--- src/rtl/button_grid_ctl.sv ---
// ROWS x COLS grid of image buttons: mouse hover/click detection plus a VGA overlay drawn from a shared ROM.
// Latency: vga_in -> vga_out 2 cycles; mouse pos -> hover 1 cycle; mouse_left edge -> button_pressed 2 cycles.
// Backpressure: none; the pixel stream is free-running and every stage accepts data every cycle.
//
// Ports: clk/rst (async, active high); enable + btn_mask select live buttons; mouse_left/xpos/ypos drive
// hover and click; vga_in/vga_out is the overlay bus; pixel_address/rgb_pixel talk to the image ROM;
// button_pressed/button_index report clicks; hover_valid/hover_index report the button under the cursor.

// VGA bus layout (shared with the rest of the overlay chain):
// {hcount[10:0], hsync, hblnk, vcount[10:0], vsync, vblnk, rgb[11:0]}
`ifndef VGA_BUS_SIZE
`define VGA_BUS_SIZE 38
`endif
`ifndef VGA_HCOUNT_BITS
`define VGA_HCOUNT_BITS 37:27
`endif
`ifndef VGA_VCOUNT_BITS
`define VGA_VCOUNT_BITS 24:14
`endif
`ifndef VGA_RGB_BITS
`define VGA_RGB_BITS 11:0
`endif

module button_grid_ctl #(
    parameter int          X_POS            = 50,
    parameter int          Y_POS            = 50,
    parameter int          BTN_WIDTH        = 64,
    parameter int          BTN_HEIGHT       = 64,
    parameter int          GAP              = 8,
    parameter int          COLS             = 4,
    parameter int          ROWS             = 4,
    parameter int          IDX_W            = 6,
    parameter int          ROM_ADDRESS_SIZE = 16,
    parameter int          PRESS_ON_RELEASE = 1,
    parameter logic [11:0] HOVER_MASK       = 12'h333
) (
    input  logic                        clk,
    input  logic                        rst,
    input  logic                        enable,
    input  logic [ROWS*COLS-1:0]        btn_mask,
    input  logic                        mouse_left,
    input  logic [11:0]                 mouse_xpos,
    input  logic [11:0]                 mouse_ypos,
    input  logic [`VGA_BUS_SIZE-1:0]    vga_in,
    input  logic [11:0]                 rgb_pixel,
    output logic [ROM_ADDRESS_SIZE-1:0] pixel_address,
    output logic                        button_pressed,
    output logic [IDX_W-1:0]            button_index,
    output logic                        hover_valid,
    output logic [IDX_W-1:0]            hover_index,
    output logic [`VGA_BUS_SIZE-1:0]    vga_out
);

    localparam int MW = 1 << IDX_W;

    typedef struct packed {
        logic        hit;
        logic [2:0]  idx;
        logic [11:0] loc;
    } axis_hit_t;

    typedef enum logic [1:0] {S_IDLE, S_ARMED, S_HELD} state_t;

    // One-axis hit test: a comparator per button slot, gap pixels match nothing.
    // Slots never overlap, so at most one comparator fires.
    function automatic axis_hit_t axis_test(input logic [11:0] v, input int pos,
                                            input int size, input int n);
        axis_hit_t   r;
        logic [31:0] v32;
        logic [31:0] start;
        r   = '0;
        v32 = {20'b0, v};
        for (int i = 0; i < 8; i++) begin
            start = 32'(pos + i * (size + GAP));
            if (i < n && v32 >= start && v32 < start + 32'(size)) begin
                r.hit = 1'b1;
                r.idx = 3'(i);
                r.loc = 12'(v32 - start);
            end
        end
        return r;
    endfunction

    // Out-of-range indices read as masked off.
    logic [MW-1:0] mask_ext;
    assign mask_ext = MW'(btn_mask);

    // ---------------- mouse path ----------------
    logic [3:0]       m_xsel, m_ysel;   // {hit, idx}
    logic [IDX_W-1:0] m_idx;
    logic             m_live;

    assign m_xsel = 4'(axis_test(mouse_xpos, X_POS, BTN_WIDTH, COLS) >> 12);
    assign m_ysel = 4'(axis_test(mouse_ypos, Y_POS, BTN_HEIGHT, ROWS) >> 12);
    assign m_idx  = IDX_W'(32'(m_ysel[2:0]) * 32'(COLS) + 32'(m_xsel[2:0]));
    assign m_live = enable & m_xsel[3] & m_ysel[3] & mask_ext[m_idx];

    always_ff @(posedge clk or posedge rst) begin
        if (rst) begin
            hover_valid <= 1'b0;
            hover_index <= '0;
        end else begin
            hover_valid <= m_live;
            hover_index <= m_live ? m_idx : '0;
        end
    end

    // Edge detection on the registered button level; a press already held when
    // the grid becomes live produces no rising edge and is therefore ignored.
    logic ml_q, ml_q2;
    logic press, release_ev;

    always_ff @(posedge clk or posedge rst) begin
        if (rst) begin
            ml_q  <= 1'b0;
            ml_q2 <= 1'b0;
        end else begin
            ml_q  <= mouse_left;
            ml_q2 <= ml_q;
        end
    end

    assign press      = ml_q & ~ml_q2;
    assign release_ev = ~ml_q & ml_q2;

    // ---------------- click FSM ----------------
    state_t           state;
    logic [IDX_W-1:0] armed_idx;

    always_ff @(posedge clk or posedge rst) begin
        if (rst) begin
            state          <= S_IDLE;
            armed_idx      <= '0;
            button_pressed <= 1'b0;
            button_index   <= '0;
        end else begin
            button_pressed <= 1'b0;
            case (state)
                S_IDLE: begin
                    if (press && hover_valid) begin
                        armed_idx <= hover_index;
                        if (PRESS_ON_RELEASE == 0) begin
                            button_pressed <= 1'b1;
                            button_index   <= hover_index;
                            state          <= S_HELD;
                        end else begin
                            state <= S_ARMED;
                        end
                    end
                end
                S_ARMED: begin
                    // Losing the button beats a coincident release.
                    if (!enable || !mask_ext[armed_idx]) begin
                        state <= S_IDLE;
                    end else if (release_ev) begin
                        if (hover_valid && hover_index == armed_idx) begin
                            button_pressed <= 1'b1;
                            button_index   <= armed_idx;
                        end
                        state <= S_IDLE;
                    end
                end
                S_HELD: begin
                    if (release_ev) state <= S_IDLE;
                end
                default: state <= S_IDLE;
            endcase
        end
    end

    // ---------------- draw pipeline ----------------
    axis_hit_t                px, py;
    logic [IDX_W-1:0]         p_idx_c;
    logic [IDX_W-1:0]         p_idx;
    logic                     p_live;
    logic [`VGA_BUS_SIZE-1:0] bus_d1;

    assign px      = axis_test({1'b0, vga_in[`VGA_HCOUNT_BITS]}, X_POS, BTN_WIDTH, COLS);
    assign py      = axis_test({1'b0, vga_in[`VGA_VCOUNT_BITS]}, Y_POS, BTN_HEIGHT, ROWS);
    assign p_idx_c = IDX_W'(32'(py.idx) * 32'(COLS) + 32'(px.idx));

    // Stage 1: ROM address and per-pixel button decode.
    always_ff @(posedge clk or posedge rst) begin
        if (rst) begin
            pixel_address <= '0;
            p_live        <= 1'b0;
            p_idx         <= '0;
            bus_d1        <= '0;
        end else begin
            pixel_address <= ROM_ADDRESS_SIZE'(32'(py.loc) * 32'(BTN_WIDTH) + 32'(px.loc));
            p_live        <= enable & px.hit & py.hit & mask_ext[p_idx_c];
            p_idx         <= p_idx_c;
            bus_d1        <= vga_in;
        end
    end

    // Stage 2: ROM data is back; override rgb inside live buttons only.
    always_ff @(posedge clk or posedge rst) begin
        if (rst) begin
            vga_out <= '0;
        end else begin
            vga_out <= bus_d1;
            if (p_live) begin
                vga_out[`VGA_RGB_BITS] <= rgb_pixel ^
                    ((hover_valid && hover_index == p_idx) ? HOVER_MASK : 12'h000);
            end
        end
    end

endmodule
--- config.mk ---
export PLATFORM = sky130hd
export DESIGN_NAME = button_grid_ctl
export DESIGN_NICKNAME = d
export VERILOG_FILES = /design/src/rtl/button_grid_ctl.sv
export SDC_FILE = /design/constraint.sdc
export NUM_CORES = 1
export LEC_CHECK = 0
export BUFFER_PORTS_ARGS = -buffer_cell sky130_fd_sc_hd__buf_2
export CAP_MARGIN = 10
export CORE_ASPECT_RATIO = 1.4
export CORE_UTILIZATION = 35
export DETAILED_ROUTE_END_ITERATION = 8
export PLACE_DENSITY = 0.6
export SYNTH_ARGS = -nofsm -noshare
export SYNTH_HDL_FRONTEND = slang
export SYNTH_SLANG_ARGS = --single-unit
--- constraint.sdc ---
create_clock -name clk -period 10.5 [get_ports clk]
set_clock_uncertainty 0.15 [all_clocks]
set_input_delay 0.525 -clock clk [delete_from_list [all_inputs] [get_ports clk]]
set_output_delay 0.525 -clock clk [all_outputs]
set_load 0.005 [all_outputs]
==> impl_metrics.tcl <==
set metrics [dict create \
    initial_core_util_pct 35.6 \
    syn_avg_cell_area_um2 10.1 \
    path_clk_slew_ps 60 \
    ys_types 77 \
    grt_pass1_wl_mm 25.0 \
    rsz0062_at_grt "no" \
    area_growth_pct 24.3 \
    die_h_um 156 \
    power.share.switching_pct 26.8 \
    post-route-util_pct 44.3 \
    syn-cell-area_mm2 0.00594 \
    dp_hpwl_mm 11.6 \
    cellPowerDensity_mw_per_mm2 152 \
    num_vias 5105 \
    cpPeakStageDelay_ps 750 \
    core_area_mm2 0.0167 \
    dieArea_mm2 0.0175 \
    violations "DRC" \
    ios 162 \
    wl_mm 15.3 \
    path_class "in2reg" \
    final.min_clock_period_ps 4360 \
    stdcell_area_mm2 0.00738 \
    worstPathRequired_ps 10680 \
    clock-root-buffer "clkbuf_16" \
    grt_usage_pct 18.3 \
    cap_violations 0 \
    synth.ff_latch_count 115 \
    path_cells "buf_2 -> inv_1 -> ha_1 -> and4b_1 -> nor3b_1 -> o21bai_1 -> o22ai_1 -> a211o_1 -> a311oi_1 -> a21oi_1 -> ha_1 -> inv_1 -> fa_1 -> inv_1 -> a21o_1 -> a21oi_1 -> o21bai_1 -> a21oi_1 -> nor2_1 -> a21boi_1" \
    min_path_type "in2reg" \
    synth_edf_count 0 \
    drc 11 \
    numCtsBuffers 17 \
    row_count 56 \
    crit_path_start_kind "input port" \
    io_buffers 155 \
    gp_congestion 0.877 \
    worstMarginPinSlew_ps 1160 \
    die_w_um 112 \
    antenna_found_initial 0 \
    p_sw_uw 300 \
    ys.flop_type "dfrtp_1" \
    async_reset_ff_share_pct 100 \
    crit_fanout 12 \
    nFillCells 1627 \
    h-tree-depth 4 \
    critPathSlowestCell "o21bai_1" \
    synth_cells 587 \
    hold_viol 0 \
    dr.pass1.iters 7 \
    viasPerCell 5.37 \
    area.sequential_mm2 0.00288 \
    grt_max_degree 84 \
    drtAntennaViolNets 0 \
    multi_input_area_mm2 0.00279 \
    drive_above_1_share_pct 29.7 \
    finalPower_uw 1120 \
    ir_worst_vdd_mv 0.103 \
    power_frac_clock_pct 47.3 \
    seq_area_frac_synth_pct 48.5 \
    finalMaxSlewViolations 0 \
    intPower_uw 821 \
    cts_tree "built" \
    fin_tns_setup_ps 0 \
    cts_sinks 115 \
    slew-limit-headroom_pct 22.2 \
    grt.overflow.total 0 \
    placed_area_mm2 0.00682 \
    timing.final.crit_share_pct 41.5 \
    power_frac_comb_pct 10.9 \
    grt_pass1_vias 5099 \
    clkLatencyLatePin_ps 410 \
    fin_nets 840 \
    pwr-share-seq_pct 41.8 \
    dr.first_iter.drc_count 281 \
    wire_per_inst_um 16.1 \
    fmax_ghz 0.229 \
    cp.arrival_ps 4530 \
    cts.path.max_buffers 2 \
    power_leakage_uw 0.00344 \
    yosysWarnings 0 \
    post_cts_buffers 0 \
    status "finished, violations left" \
    end_kind "flip-flop" \
    setup_viol 0 \
    antenna_cells 0 \
]
[final timing paths]
check                        startpoint  cells past startpoint  slack, ps           endpoint
max                          vga_in[28]                     20       6140  pixel_address[14]
min                          vga_in[13]                      1         70         bus_d1[13]
max reg2reg                armed_idx[0]                      7       8030    button_index[0]
min reg2reg                  bus_d1[14]                      0        200        vga_out[14]
max in group asynchronous           rst                      4       8320        vga_out[36]
min in group asynchronous           rst                      3        510         vga_out[9]
[metrics by stage]
step / setup slack, ps / hold slack, ps / cells
final: 6140 / 69.4 / 951
after global routing: 5810 / 42.2 / 951
after CTS: 6140 / 53.3 / 951
after detailed placement: 5740 / 185 / 918
after global placement: 5810 / 182 / 918
after floorplan: 6720 / 181 / 590
[flip-flops by register name, indices dropped and copies added, names as in the netlist]
register	count
hover_index	4
state	2
p_idx	4
ml_q	1
bus_d1	38
pixel_address	16
armed_idx	4
vga_out	38
button_pressed	1
button_index	4
ml_q2	1
p_live	1
hover_valid	1
[worst max-delay path: cells and delay by family]
kind	cells	cell delay (ps)
fa+ha+maj	3	730
simple gates	3	420
buf+inv	4	360
compound gates	10	2500
[layout make-up]
class / instances / area share [%]
Clock buffer: 18 / 5.81
Clock inverter: 14 / 1.66
Inverter: 30 / 1.56
Multi-Input combinational cell: 414 / 37.8
Sequential cell: 115 / 39.0
Tap cell: 203 / 3.44
Timing Repair Buffer: 157 / 10.7
[cell usage after synthesis (10+ instances only)]
| library cell | count | area (um2) |
|---|---|---|
| dfrtp_1 | 115 | 2880 |
| o21ai_0 | 33 | 165 |
| mux2_2 | 12 | 135 |
| xnor2_1 | 17 | 149 |
| clkbuf_1 | 13 | 48.8 |
| nand2_1 | 47 | 176 |
| nor2b_1 | 11 | 68.8 |
| inv_1 | 30 | 113 |
| ha_1 | 10 | 125 |
| nor3_1 | 13 | 65.1 |
| nor2_1 | 55 | 206 |
| a21oi_1 | 31 | 155 |
[kinds of logic after synthesis]
group                      count (synthesis)  share of synthesized area (%)
other                                      1                         0.0632
buffers and inverters                     61                           4.72
adders and majority gates                 13                           2.78
AOI/OAI and AO/OA                        161                           18.7
DFF                                      115                           48.5
xor gates and xnor gates                  21                           3.10
and+or+nand+nor                          190                           16.6
muxes                                     25                           5.52
[layout by cell type (no fill, tap or decap), drive strengths merged, types with 6 or more instances in the layout]
cell type	instances
o22ai	7
clkbuf	18
mux2i	8
inv	37
a2111oi	7
mux2	12
dfrtp	115
buf	156
nor3	14
a21oi	32
ha	10
or2	7
a31oi	8
nor2	55
a211o	6
nor2b	11
o21ai	37
xnor2	17
nand2b	9
nand2	48
o211ai	8
a211oi	8
nor3b	6
[power groups by stage]
stage | registers (uW) | clock network [uW] | logic (uW)
5_1_grt | 470 | 569 | 138
2_1_floorplan | 477 | 0 | 68.5
3_5_place_dp | 476 | 0 | 122
4_1_cts | 468 | 544 | 123
6_report | 468 | 530 | 122
3_3_place_gp | 475 | 0 | 120
[metal layers]
metal / track usage (%) / vias up / routed length [um]
met1: 20.8 / 2462 / 6160
met3: 4.23 / 19 / 835
met4: 7.87 / 0 / 337
li1: - / 2437 / -
met5: 0 / - / 0
met2: 32.9 / 187 / 7990
[repair_timing]
item                      CTS  global route
hold endpoints to repair   32             0
gates resized for setup     0             0
hold buffers                1             0
No activity file was read; power rests on OpenSTA's default activity.
